$ cat config.mk
export PLATFORM = sky130hd
export DESIGN_NAME = fft_bitrev_buffer
export DESIGN_NICKNAME = d
export VERILOG_FILES = /design/src/rtl/fft_pkg.sv /design/src/rtl/fft_bank_ram.sv /design/src/rtl/fft_bitrev_buffer.sv
export SDC_FILE = /design/constraint.sdc
export NUM_CORES = 1
export LEC_CHECK = 0
export BUFFER_PORTS_ARGS = -buffer_cell sky130_fd_sc_hd__buf_2
export CORE_MARGIN = 3
export CORE_UTILIZATION = 45
export CTS_CLUSTER_SIZE = 14
export DETAILED_ROUTE_END_ITERATION = 8
export SYNTH_ARGS = -nofsm -noshare
export SYNTH_HDL_FRONTEND = slang
export SYNTH_SLANG_ARGS = --single-unit
$ cat constraint.sdc
create_clock -name i_clk -period 5.9 [get_ports i_clk]
set_clock_uncertainty 0.2 [all_clocks]
set_input_delay 0.59 -clock i_clk [delete_from_list [all_inputs] [get_ports i_clk]]
set_output_delay 0.59 -clock i_clk [all_outputs]
set_load 0.005 [all_outputs]
$ cat src/rtl/fft_pkg.sv
// Shared definitions for the FFT reorder path.
//
// Contents:
//   MAX_LOG2N / MAX_DATA_W : largest frame exponent and sample width the helpers handle
//   bitrev()               : reverse the low log2n bits of an index
//   pack_sample()          : build a packed {re, im} sample of width data_w
//   sample_re/sample_im()  : extract the real/imaginary halves of a packed sample
package fft_pkg;

  localparam int unsigned MAX_LOG2N  = 12;
  localparam int unsigned MAX_DATA_W = 64;

  // Reverses the low log2n bits of idx; bits above log2n come back as zero.
  // The low bit of the shifted value is pushed into the result log2n times,
  // so the lowest input bit ends up as the highest result bit.
  function automatic logic [MAX_LOG2N-1:0] bitrev(
    input logic [MAX_LOG2N-1:0] idx,
    input int unsigned          log2n
  );
    logic [MAX_LOG2N-1:0] r;
    logic [MAX_LOG2N-1:0] v;
    r = '0;
    v = idx;
    for (int i = 0; i < int'(MAX_LOG2N); i++) begin
      if (i < int'(log2n)) begin
        r = {r[MAX_LOG2N-2:0], v[0]};
        v = v >> 1;
      end
    end
    return r;
  endfunction

  // Packs re into the upper half and im into the lower half of a data_w sample.
  function automatic logic [MAX_DATA_W-1:0] pack_sample(
    input logic [MAX_DATA_W/2-1:0] re,
    input logic [MAX_DATA_W/2-1:0] im,
    input int unsigned             data_w
  );
    logic [MAX_DATA_W-1:0] mask;
    mask = (MAX_DATA_W'(1) << (data_w / 2)) - MAX_DATA_W'(1);
    return ((MAX_DATA_W'(re) & mask) << (data_w / 2)) | (MAX_DATA_W'(im) & mask);
  endfunction

  function automatic logic [MAX_DATA_W/2-1:0] sample_re(
    input logic [MAX_DATA_W-1:0] s,
    input int unsigned           data_w
  );
    logic [MAX_DATA_W-1:0] mask;
    logic [MAX_DATA_W-1:0] t;
    mask = (MAX_DATA_W'(1) << (data_w / 2)) - MAX_DATA_W'(1);
    t    = (s >> (data_w / 2)) & mask;
    return t[MAX_DATA_W/2-1:0];
  endfunction

  function automatic logic [MAX_DATA_W/2-1:0] sample_im(
    input logic [MAX_DATA_W-1:0] s,
    input int unsigned           data_w
  );
    logic [MAX_DATA_W-1:0] mask;
    logic [MAX_DATA_W-1:0] t;
    mask = (MAX_DATA_W'(1) << (data_w / 2)) - MAX_DATA_W'(1);
    t    = s & mask;
    return t[MAX_DATA_W/2-1:0];
  endfunction

endpackage

$ cat src/rtl/fft_bank_ram.sv
// Simple dual-port sample store holding both ping-pong banks.
// Address is {bank, idx}. Write is synchronous, read is asynchronous so the
// addressed word can be captured directly by the output register.
//
// Ports:
//   clk     : clock
//   wr_en   : write strobe
//   wr_addr : write address {bank, idx}
//   wr_data : word to write
//   rd_addr : read address {bank, idx}
//   rd_data : word at rd_addr (combinational)
module fft_bank_ram #(
  parameter int unsigned ADDR_W = 4,
  parameter int unsigned DATA_W = 32
) (
  input  logic              clk,
  input  logic              wr_en,
  input  logic [ADDR_W-1:0] wr_addr,
  input  logic [DATA_W-1:0] wr_data,
  input  logic [ADDR_W-1:0] rd_addr,
  output logic [DATA_W-1:0] rd_data
);

  // No reset: contents are don't-care until a frame has been written.
  logic [DATA_W-1:0] mem [0:(1<<ADDR_W)-1];

  always_ff @(posedge clk) begin
    if (wr_en) begin
      mem[wr_addr] <= wr_data;
    end
  end

  assign rd_data = mem[rd_addr];

endmodule

$ cat src/rtl/fft_bitrev_buffer.sv
// Ping-pong frame buffer that replays each N-point frame in natural or
// bit-reversed order (chosen by i_bitrev on the first sample of the frame)
// and marks the last output sample of every frame.
//
// Handshakes (both sides): a beat transfers on a rising edge where valid and
// ready are both high. The producer holds valid and data stable until that
// edge; ready may come and go freely. o_data_ready is decoded from registers
// only, and the output side is a register, so no combinational path runs
// from any input to any output.
//
// Ports:
//   i_clk, i_rst_n : clock, synchronous active-low reset
//   i_data_valid   : input sample valid
//   i_data         : input sample {re, im}
//   o_data_ready   : buffer accepts a sample this cycle
//   i_bitrev       : order for the frame starting this cycle (1 = bit-reversed)
//   o_data_valid   : output sample valid
//   o_data         : output sample
//   o_last         : final sample of a frame
//   i_data_ready   : downstream accepts the output this cycle
module fft_bitrev_buffer
  import fft_pkg::*;
#(
  parameter int unsigned LOG2N  = 3,
  parameter int unsigned DATA_W = 32
) (
  input  logic              i_clk,
  input  logic              i_rst_n,
  input  logic              i_data_valid,
  input  logic [DATA_W-1:0] i_data,
  output logic              o_data_ready,
  input  logic              i_bitrev,
  output logic              o_data_valid,
  output logic [DATA_W-1:0] o_data,
  output logic              o_last,
  input  logic              i_data_ready
);

  localparam logic [LOG2N-1:0] IDX_LAST = '1;

  // Per-bank state: full marks a complete frame waiting to be read,
  // mode holds the order selected for that frame.
  logic [1:0]        full;
  logic [1:0]        mode;

  logic              wr_bank;
  logic [LOG2N-1:0]  wr_idx;
  logic              rd_bank;
  logic [LOG2N-1:0]  rd_idx;
  logic [LOG2N-1:0]  rd_addr;

  logic              wr_en;
  logic              wr_done;
  logic              load;
  logic              rd_done;
  logic [DATA_W-1:0] ram_rdata;

  assign o_data_ready = ~full[wr_bank];
  assign wr_en        = i_data_valid & o_data_ready;
  assign wr_done      = wr_en & (wr_idx == IDX_LAST);

  // full[rd_bank] already implies the frame is not exhausted: it clears on
  // the load of the final index.
  assign load    = full[rd_bank] & (~o_data_valid | i_data_ready);
  assign rd_done = load & (rd_idx == IDX_LAST);

  assign rd_addr = mode[rd_bank] ? LOG2N'(bitrev(MAX_LOG2N'(rd_idx), LOG2N))
                                 : rd_idx;

  fft_bank_ram #(
    .ADDR_W (LOG2N + 1),
    .DATA_W (DATA_W)
  ) u_ram (
    .clk     (i_clk),
    .wr_en   (wr_en),
    .wr_addr ({wr_bank, wr_idx}),
    .wr_data (i_data),
    .rd_addr ({rd_bank, rd_addr}),
    .rd_data (ram_rdata)
  );

  // Write pointer and per-bank order flag.
  always_ff @(posedge i_clk) begin
    if (!i_rst_n) begin
      wr_bank <= 1'b0;
      wr_idx  <= '0;
      mode    <= '0;
    end else if (wr_en) begin
      if (wr_idx == '0) begin
        mode[wr_bank] <= i_bitrev;
      end
      wr_idx <= wr_idx + 1'b1;
      if (wr_idx == IDX_LAST) begin
        wr_bank <= ~wr_bank;
      end
    end
  end

  // Fill and free can land on the same edge; they always address different
  // banks because a write needs !full and a read needs full.
  always_ff @(posedge i_clk) begin
    if (!i_rst_n) begin
      full <= '0;
    end else begin
      if (wr_done) begin
        full[wr_bank] <= 1'b1;
      end
      if (rd_done) begin
        full[rd_bank] <= 1'b0;
      end
    end
  end

  // Read pointer and output register.
  always_ff @(posedge i_clk) begin
    if (!i_rst_n) begin
      rd_bank      <= 1'b0;
      rd_idx       <= '0;
      o_data_valid <= 1'b0;
      o_last       <= 1'b0;
      o_data       <= '0;
    end else if (load) begin
      o_data       <= ram_rdata;
      o_data_valid <= 1'b1;
      o_last       <= (rd_idx == IDX_LAST);
      rd_idx       <= rd_idx + 1'b1;
      if (rd_idx == IDX_LAST) begin
        rd_bank <= ~rd_bank;
      end
    end else if (i_data_ready) begin
      o_data_valid <= 1'b0;
      o_last       <= 1'b0;
    end
  end

endmodule

# Word-level counts from Yosys, hierarchy flattened
# Memories as Yosys holds them, arrays and structs flattened. A register that Yosys moved wholly into a read port is not among the register bits.
# Cells that the tools add are included.
# op_classes
eq_ne,2
n_lt_le_gt_ge,4
div_mod_pow,0
reduce_logical,8
addsub,2
n_mul,0
muxes,20
n_shift,0
bitwise_logic,12
# ops
cell,n
$mux W1,13
$add A3 B1 Y3 const B,2
$eq A3 B3 Y1 const B,2
$mux W2,3
$reduce_and A2 Y1,3
$and A1 B1 Y1,4
$lt A1 B2 Y1 const B,2
$not A1 Y1,4
$logic_not A3 Y1,1
$mux W3,1
$and A2 B2 Y2,1
$bwmux W2,1
$demux W1 S1,2
$ge A1 B1 Y1 const B,2
$logic_and A1 B1 Y1,2
$not A2 Y2,1
$or A2 B2 Y2,1
$reduce_bool A2 Y1,1
$logic_not A1 Y1,1
$or A1 B1 Y1,1
# totals
romBits,0
memories,1
reg_bits,14
latch_bits,0
mem_bits_rw,512
# mem_list
memory,depth,word_bits,rd,rd_clocked_by_memory_dff,wr,line_no,source
u_ram.mem,16,32,1,1,1,fft_bank_ram.sv:25,logic [DATA_W-1:0] mem [0:(1<<ADDR_W)-1];

# Depth between registers and ports, before layout
# Gate-level depths: netlist of run 1.
# depth
word_depth,9
ltp_mapped,10
ltp_nobuf,6

# Hierarchy
# From an unflattened synthesis of run 1, not the netlist that was laid out.
# hier_totals
hier_cells,1019
area_unflattened_um2,21196.6
# by_module_without_submodules
mod,cells_each,n_inst,seq_area_each_um2,area_each_um2
fft_bank_ram,806,1,15374.7,19195.9
fft_bitrev_buffer,213,1,920.9,2000.7

# Worst setup path before layout of run 1
# No wires, ideal clock.
# synth_path
kind,register to register
from,reg wr_bank
to,reg mode[0]
required_ns,5.582
slack_ns,1.729
arrival_time_ns,3.852
setup_ns,0.118
period_less_slack_ns,4.171
path_buffers,1
path_stages_with_launch,8
cell_sequence,dfxtp_1 -> mux2i_1 -> and2_1 -> clkbuf_1 -> nand2_1 -> nor3_1 -> mux2i_1 -> nor2b_1
# synth_via
elab_chain_len,5
elab_cells_between_ends,11
classes_between,order compare (2); mux (5); bitwise (2); reduce/logical (2)
# synth_lines
element,line_no,source
"start, declared",fft_bitrev_buffer.sv:46,logic wr_bank;
"start signal, assigned",fft_bitrev_buffer.sv:94,wr_bank <= ~wr_bank;
$mux W1 (implied by the code) (2 in a row),fft_bitrev_buffer.sv:58,assign o_data_ready = ~full[wr_bank];
$not A1 Y1,fft_bitrev_buffer.sv:58,
net o_data_ready,fft_bitrev_buffer.sv:31,"output logic o_data_ready,"
$and A1 B1 Y1,fft_bitrev_buffer.sv:59,assign wr_en = i_data_valid & o_data_ready;
$reduce_and A2 Y1 (no source line),n/a,
"end signal, assigned by index",fft_bitrev_buffer.sv:90,mode[wr_bank] <= i_bitrev;
"end, declared",fft_bitrev_buffer.sv:44,logic [1:0] mode;
# The timed path passes the listed nets, and every way through them passes these cells. The select of a mux whose other input is x is not followed.
# A chain may end at the register's enable or synchronous reset.

# Final worst setup path of run 1
# layout_path
from,reg rd_bank
to,reg o_data[30] (read register of u_ram.mem)
# layout_via
elab_chain_len,3
elab_cells_between_ends,6
classes_between,mux (5); bitwise (1)
# layout_lines
element,line_no,source
"start, declared",fft_bitrev_buffer.sv:48,logic rd_bank;
"start signal, assigned",fft_bitrev_buffer.sv:128,rd_bank <= ~rd_bank;
"$mux W1, on equally long branches (2 in a row)","fft_bitrev_buffer.sv:67, fft_bitrev_buffer.sv:64",
$mux W3 or $and A1 B1 Y1 (tied branches),"fft_bitrev_buffer.sv:67, fft_bitrev_buffer.sv:64",
"end, declared",fft_bitrev_buffer.sv:34,"output logic [DATA_W-1:0] o_data,"
# Parallel ways exist; a longest one is shown, timed or not. The select of a mux whose other input is x is not followed.

==> results of run 1 <==
## sequential cells by signal (all words and copies together) (netlist names), 2 cells and up
signal,count
full,2
mode,2
o_data,32
rd_idx,3
u_ram.mem,512
wr_idx,3
## worst register-to-register path, cell delays in order (launching register included)
cell and delay [ns]:
dfxtp_2 1.06, mux2i_4 0.42, mux2i_4 0.35, or2_1 0.93, buf_4 0.36, o211ai_1 0.12, a21oi_1 0.21, o221a_1 0.22
## cells in the mapped netlist (3+ instances only)
master / number
nor2_1: 48
dfxtp_1: 46
and2_1: 7
a2bb2oi_1: 31
mux2i_1: 134
edfxtp_1: 512
nor3_1: 37
inv_1: 3
mux4_2: 31
o221a_1: 32
o211ai_1: 63
nand2_1: 15
a221o_1: 31
nand2b_1: 36
buf_2: 13
a21oi_1: 68
ha_1: 7
nor2b_1: 7
nand3_1: 95
clkbuf_1: 71
buf_1: 15
buf_4: 3
## per-layer routing
metal  vias to the layer above  track usage, %
met3                        84           2.863
li1                       5480               -
met4                         0           6.235
met5                         -               0
met1                      6097           26.73
met2                       302           32.26
## cells by family (layout without fill, tap and decap cells)
logic type / after synthesis / count (layout) / share of synthesized area (%)
flip-flops: 558 / 558 / 73.94
AND/OR/NAND/NOR: 247 / 247 / 5.547
AO/OA/AOI/OAI: 245 / 245 / 8.624
multiplexers: 168 / 168 / 9.458
buffers and inverters: 105 / 220 / 1.913
adder cells (fa/ha/maj): 7 / 7 / 0.3974
XOR/XNOR: 3 / 3 / 0.1192
## layout by cell type (no fill, tap or decap), types with 6 or more instances in the layout
master and count:
mux2i_1 133, buf_4 35, nand2b_1 35, and2_1 7
clkbuf_1 15, clkinv_2 7, a21oi_1 67, bufinv_16 9
o211ai_1 63, nand3_1 95, nor2_1 36, o221a_1 32
nor2b_1 6, clkinv_1 8, buf_2 71, mux4_2 31
nand2_1 14, a221o_1 31, ha_1 7, a2bb2oi_1 31
edfxtp_1 512, dfxtp_1 44, nor3_1 33, nor2_4 12
clkbuf_16 59
## power breakdown
group / internal, W / switching (W)
sequential: 0.00436 / 0.0000106
clock: 0.00228 / 0.00146
combinational: 0.0000486 / 0.000131
## metrics by stage
step,instance area (um^2),total power [W],setup WS (ns)
6_report,25200,0.008291,1.976
5_1_grt,25200,0.008551,1.802
4_1_cts,25200,0.008372,2.010
3_5_place_dp,23230,0.004636,2.027
3_3_place_gp,23230,0.004630,2.052
2_1_floorplan,22040,0.004536,1.729
## worst paths after layout
| check | to | depth (start not counted) | startpoint |
|---|---|---|---|
| worst max-delay path | o_data[30] | 7 | rd_bank |
| worst min-delay path | mode[1] | 3 | i_bitrev |
| worst max register to register | o_data[30] | 7 | rd_bank |
| worst min register to register | o_last | 2 | o_last |
## layout make-up
cell class              count  area (um^2)
fillers                  3830        22840
flip-flops and latches    558        16300
multi-input cells         670         5468
clock buffers              79         1602
well taps                 615        769.5
repair buffers            109        678.2
clock inverters            29        374.1
inverters                   3        11.26
==> reports/qor.txt, run 1 <==
Dpl cells: 1,955
RSZ-0062 raised after global routing: no
Die Ht: 227.3 um
Overflow after GRT: 0
Critical Path Max Stage Delay: 1.06 ns
Iteration-0 DRC Markers: 878
EDFF count, synth: 512
Hold Crit Class: input port to flop
Post-CTS Setup Bufs: 0
TritonCTS clock tree: yes
Yosys reg bits: 558
Largest cells by area after synthesis: edfxtp_1, mux2i_1, dfxtp_1, mux4_2, nand3_1
Wire per inst: 24.00 um
Crit path max fanout: 40
Largest delay share family, worst path: flip-flops
Reg-to-reg setup timing slack: 1.98 ns
Top cell by count, worst path: mux2i_4
Post-Synthesis Cells: 1,333
Max Fclk: 254.8 MHz
Skew-Pair Late Insertion Delay: 0.60 ns
Vias in the first global route: 11,900
Asr flop ratio synth: 0%
Die area: 51,670 um^2
IO Pins: 72
Global-route wire length before repair: 75.06 mm
Arr. time, crit path: 4.26 ns
Status: finished, final reports clean
Via density: 5.799
Tightest Pin Transition: 1.176 ns
Final nets: 1,443
Mapped Area: 22,040 um^2
Synth Warn #: 0
Final hold slack: 0.06218 ns
Starting Density: 45.87%
Fin util: 52.46%
Synthesized area per cell: 16.53 um^2
Startpoint Class: flop
Clk buf depth: 3
Antenna violations before repair: 0
CTS sink count: 558
H-Tree Depth: 2
Buf/Inv on CP: 1
Power Density: 329.0 nW/um^2
Post-synthesis sequential area ratio: 73.94%
Clock transition at path regs: 0.06 ns
Finished Layout Cells: 2,063
Post-DP HPWL: 27.37 mm
Slew margin rel.: 21.60%
Top FF cell, synth: edfxtp_1
Final setup vio count: 0
TritonCTS buffer count: 57
Final WL: 49.51 mm
Synth top area share: 69.76%
WL met3: 2.650 mm
Setup CP Type: flop to flop
Met2 wire len: 24.36 mm
Diodes inserted: 0
Top Metal Used: met4
Row count: 80
DRC violations left: 0
Vias: 11,960
Layout area overhead: 14.36%
Synth area leader: edfxtp_1
Routed met1 length: 21.25 mm
Max-cap viol count: 0
Crit-path cells: mux2i_4 -> mux2i_4 -> or2_1 -> buf_4 -> o211ai_1 -> a21oi_1 -> o221a_1
Post-route clock period utilization: 66.52%
Max-slew violations: 0
Root Driver: clkbuf_16
Synth cell types: 40
CTS resizes: 0
Final Hold Fails: 0
Mapped Nets: 1,377
Die X: 227.3 um
I/O Buffers: 71
Core Region: 48,050 um^2
DRT Pass-1 Iters: 5
Endpoint class of the critical path: flop
ANT nets after route: 0
Min Tclk post-route: 3.924 ns
Worst IR drop on VDD: 224.7 uV
P_leak: 8.455 nW
Placer congestion estimate: 0.7517
Layout cells sized above 1: 17.33%
Worst Path Required: 6.24 ns
Setup tns final: 0 ns
Critical Path Slowest Stage Cell: dfxtp_2
Largest net degree at the start of global routing: 76
CTS Hold Buffers Added: 0
GRT Overall Usage: 19.43%
Power figures use the tool's default switching activity.
==> inputs of run 2 (changes only) <==
clock period = 3.6 ns   (was 5.9 ns; I/O delays follow)
==> reports/qor.txt, run 2 (synthesized netlist as in run 1, its figures left out) <==
Worst min-delay path startpoint: i_rst_n
Core Region: 48,050 um^2
Final Hold Fails: 0
Endpoint class of the critical path: flop
TritonCTS clock tree: yes
Final setup vio count: 0
Row count: 80
Placed Area: 23,480 um^2
Max-slew violations: 0
Largest net degree at the start of global routing: 70
Largest regs: u_ram.mem x512, o_data x32
Clk buf depth: 3
ANT nets after route: 0
Startpoint Class: flop
Post-DP HPWL: 29.31 mm
Layout area overhead: 16.62%
GRT Overall Usage: 20.31%
Vias in the first global route: 12,310
Final nets: 1,500
Hold Crit Class: input port to flop
P_leak: 8.682 nW
Worst-case reg-to-reg path depth: 7
Starting Density: 45.87%
DRT Pass-1 Iters: 5
Setup CP Type: flop to flop
RR Endpoint: o_data[19]
Global-route wire length before repair: 78.10 mm
Largest register FFs: 512
Clock transition at path regs: 0.06 ns
Largest reg by FF count: u_ram.mem
H-Tree Depth: 2
Post-Place Setup Slack: 0.7751 ns
Post-route clock period utilization: 79.10%
Post-route cell area: 25,700 um^2
I/O Buffers: 71
Final WL: 51.95 mm
Placer congestion estimate: 0.7751
CTS sink count: 558
IO Pins: 72
Crit path max fanout: 41
Max Fclk: 351.2 MHz
Status: finished, final reports clean
Setup WS post-layout: 0.7523 ns
Commonest non-fill, non-tap cells in the layout: edfxtp_1, mux2i_1, nand3_1, buf_2, a21oi_1
Arr. time, crit path: 3.14 ns
TritonCTS buffer count: 57
Antenna violations before repair: 0
Area of the multi-input gates: 5490 um^2
Hold Path End: full[1]
Die area: 51,670 um^2
Setup tns final: 0 ns
Filler cell count: 3,837
Vias: 12,310
Max-cap viol count: 0
Iteration-0 DRC Markers: 1,056
FF/Latch Area: 16,300 um^2
DRC violations left: 0
Via density: 5.811
Overflow after GRT: 0
Worst Path Required: 3.89 ns
Reg-to-reg setup timing slack: 0.75 ns
CTS resizes: 0
Skew-Pair Late Insertion Delay: 0.61 ns
Layout cells sized above 1: 17.95%
Most common cell after layout, fill and taps aside: edfxtp_1
Min Tclk post-route: 2.848 ns
Die Ht: 227.3 um
Diodes inserted: 0
WHS Path Cells: 3
FF-to-FF Start: rd_bank
Die X: 227.3 um
Tightest Pin Transition: 0.7662 ns
CTS Hold Buffers Added: 35
RSZ-0062 raised after global routing: no
Root Driver: clkbuf_16
Wire per inst: 24.52 um
Power Density: 521.1 nW/um^2
Worst IR drop on VDD: 523.7 uV
Slew margin rel.: 48.92%
Post-CTS Setup Bufs: 0
==> run 2: cell types whose count changed in the layout (fill, tap and decap cells not counted), sizes merged <==
cell         previous run  this run
buf                   109       131
bufinv                  9         6
clkinv                 15        19
clkinvlp                4         1
dlygate4sd3             0        35
inv                     4         5
==> run 2: cell type report <==
cell class / instances / area share, %
Inverter: 3 / 0.04381
Multi-Input combinational cell: 670 / 21.36
Tap cell: 615 / 2.994
Sequential cell: 558 / 63.43
Clock inverter: 28 / 1.129
Clock buffer: 79 / 6.154
Timing Repair Buffer: 166 / 4.888
==> run 2: worst max path at each step <==
stage / from / endpoint / cells past startpoint / slack, ns
6_report: rd_bank / o_data[19] / 7 / 0.75
5_1_grt: rd_bank / o_data[6] / 7 / 0.65
3_5_place_dp: rd_bank / o_data[6] / 7 / 0.78
3_3_place_gp: rd_bank / o_data[2] / 7 / 0.81
2_1_floorplan: wr_bank / u_ram.mem[8][0] / 5 / 0.41
4_1_cts: rd_bank / o_data[19] / 7 / 0.77
==> run 2: routing by layer <==
metal	part of all wire, %	up-vias	track usage [%]
met3	5.6	66	3.262
li1	-	5597	-
met5	0	-	0
met2	49	392	33.72
met4	2.2	0	5.769
met1	44	6258	28.08
==> run 2: critical path: stages (launching register included) <==
cell and delay [ns]:
dfxtp_2 0.36, mux2i_4 0.27, mux2i_4 0.38, buf_12 0.33, mux4_2 0.55, a2bb2oi_1 0.18, o211ai_1 0.17, o221a_1 0.26
==> run 2: report_power, final <==
group          switching [W]  leakage [nW]  total [W]  internal (W)
clock network        0.00241         0.918    0.00590       0.00349
logic               0.000223          2.77   0.000328      0.000105
registers          0.0000178          5.00    0.00716       0.00715
==> run 2: stage by stage <==
| step | total power [W] | std cells | util [%] | hold slack, ns |
|---|---|---|---|---|
| floorplan | 0.007433 | 1333 | - | 0.2589 |
| global placement | 0.007589 | 1977 | 48.87 | 0.2802 |
| detailed placement | 0.007601 | 1977 | 48.87 | 0.3150 |
| CTS | 0.01351 | 2119 | 53.49 | 0.1381 |
| global route | 0.01383 | 2119 | 53.49 | 0.1910 |
| finish | 0.01339 | 2119 | 53.49 | 0.1623 |
==> inputs of run 3 (changes only) <==
clock period = 2.4 ns   (was 3.6 ns; I/O delays follow)
==> reports/qor.txt, run 3 (synthesized netlist as in run 1, its figures left out) <==
Tightest Pin Transition: 0.6019 ns
DRC violations left: 0
Setup tns final: -6.400 ns
Setup CP Type: flop to flop
Fin util: 56.53%
Root Driver: clkbuf_16
Final Hold Fails: 0
Startpoint Class: flop
Max-cap viol count: 0
Clk buf depth: 3
Clock transition at path regs: 0.06 ns
Critical Path Slowest Stage Cell: mux4_2
Iteration-0 DRC Markers: 938
Setup WS post-layout: -0.2801 ns
Largest register FFs: 512
Reg-to-reg setup timing slack: -0.28 ns
Final hold slack: 0.2847 ns
RR Endpoint: o_data[14]
RSZ-0062 raised after global routing: yes
Commonest non-fill, non-tap cells in the layout: edfxtp_1, mux2i_1, nand3_1, buf_2
CTS sink count: 558
Global-route wire length before repair: 80.72 mm
Die X: 227.3 um
DRT Pass-1 Iters: 6
Slew margin rel.: 59.87%
TritonCTS clock tree: yes
Vias: 12,750
Crit path max fanout: 7
Most common cell after layout, fill and taps aside: edfxtp_1
Min Tclk post-route: 2.680 ns
Layout cells sized above 1: 24.11%
Worst IR drop on VDD: 577.0 uV
Skew-Pair Late Insertion Delay: 0.60 ns
Failing checks: setup timing
Antenna violations before repair: 0
Final setup vio count: 31
IO Pins: 72
P_leak: 9.223 nW
Post-DP HPWL: 31.15 mm
Power Total: 0.02018 W
Worst-case reg-to-reg path depth: 9
Die Ht: 227.3 um
Filler cell count: 3,690
Die area: 51,670 um^2
Overflow after GRT: 0
H-Tree Depth: 2
Arr. time, crit path: 2.97 ns
Max-slew violations: 0
Worst Path Required: 2.69 ns
Diodes inserted: 0
Crit path to: o_data[14]
Status: finished with violations
GRT Overall Usage: 21.11%
Largest net degree at the start of global routing: 40
Final nets: 1,567
Row count: 80
Endpoint class of the critical path: flop
Crit-path cells: mux2i_4 -> mux2i_4 -> buf_12 -> buf_12 -> buf_16 -> mux4_2 -> a2bb2oi_2 -> o211ai_1 -> o221a_1
Layout area overhead: 23.25%
Final WL: 54.64 mm
Post-Place Setup Slack: -0.2679 ns
ANT nets after route: 0
Largest reg by FF count: u_ram.mem
Wire per inst: 24.99 um
FF-to-FF Start: rd_bank
Critical path origin: rd_bank
Core Region: 48,050 um^2
Post-route clock period utilization: 111.7%
Power Density: 743.0 nW/um^2
Via density: 5.829
Starting Density: 45.87%
Vias in the first global route: 12,900
I/O Buffers: 71
Max Fclk: 373.1 MHz
Placer congestion estimate: 0.7608
Largest regs: u_ram.mem x512, o_data x32
Hold Crit Class: input port to flop
TritonCTS buffer count: 57
Critical Path Max Stage Delay: 0.51 ns
run 3: changes by cell type in the layout (fill, tap and decap cells not counted), moves of 3 or more:
cell / before / now
clkbuf_1: 17 / 14
buf_6: 0 / 6
buf_4: 52 / 66
a2bb2oi_2: 0 / 29
mux2i_1: 133 / 127
nand2_8: 0 / 4
clkbuf_8: 3 / 8
a2bb2oi_1: 31 / 2
mux2i_2: 0 / 6
buf_12: 8 / 45
buf_16: 0 / 4
nand2_1: 14 / 10
run 3: how the worst min path moves through the flow:
| stage | cells past startpoint | end | slack, ns | start |
|---|---|---|---|---|
| CTS | 4 | full[1] | 0.25 | i_data_valid |
| global route | 4 | full[1] | 0.28 | i_data_valid |
| global placement | 2 | o_last | 0.28 | o_last |
| detailed placement | 2 | o_last | 0.29 | o_last |
| floorplan | 0 | u_ram.mem[0][0] | 0.14 | i_data[0] |
| finish | 4 | full[1] | 0.28 | i_data_valid |
run 3: cell type report:
type	instances	area [um^2]	share of cell area [%]
clock buffers	79	1589	5.850
clock inverters	29	311.5	1.147
inverters	3	11.26	0.04146
multi-input cells	670	5767	21.23
flip-flops and latches	558	16300	60.02
well taps	615	769.5	2.833
repair buffers	233	2412	8.881
run 3: stage by stage:
step / cell area (um^2) / std cells
floorplan: 22280 / 1333
global placement: 24370 / 2027
detailed placement: 24370 / 2027
CTS: 26890 / 2180
global route: 27160 / 2187
finish: 27160 / 2187
run 3: repair_timing:
| item | CTS | global route |
|---|---|---|
| hold buffers | 36 | 0 |
| gates cloned | 3 | 3 |
| resized for setup | 20 | 29 |
| pin swaps | 2 | 10 |
| setup buffers | 6 | 4 |
| hold endpoints to repair | 534 | 0 |
| setup endpoints to repair | 31 | 36 |
run 3: worst max-delay path: cells and delay by family (launching register included):
| kind | cells | cell delay, ns |
|---|---|---|
| AO/OA/AOI/OAI | 3 | 0.45 |
| buffers and inverters | 3 | 0.45 |
| flip-flops | 1 | 0.36 |
| multiplexers | 3 | 1.09 |
run 3: per-layer routing:
| metal | global-route usage, % | wire length (um) | up-vias | share of wire (%) |
|---|---|---|---|---|
| met5 | 0 | 0 | - | 0 |
| met4 | 8.138 | 2033 | 0 | 3.7 |
| met3 | 2.760 | 2876 | 112 | 5.3 |
| met2 | 34.92 | 26380 | 392 | 48 |
| met1 | 28.83 | 23360 | 6503 | 43 |
| li1 | - | - | 5741 | - |
run 3: where the power goes:
group | internal [W] | switching (W)
Combinational | 0.000201 | 0.000361
Sequential | 0.0107 | 0.0000253
Clock | 0.00526 | 0.00361
Total | 0.0162 | 0.00400
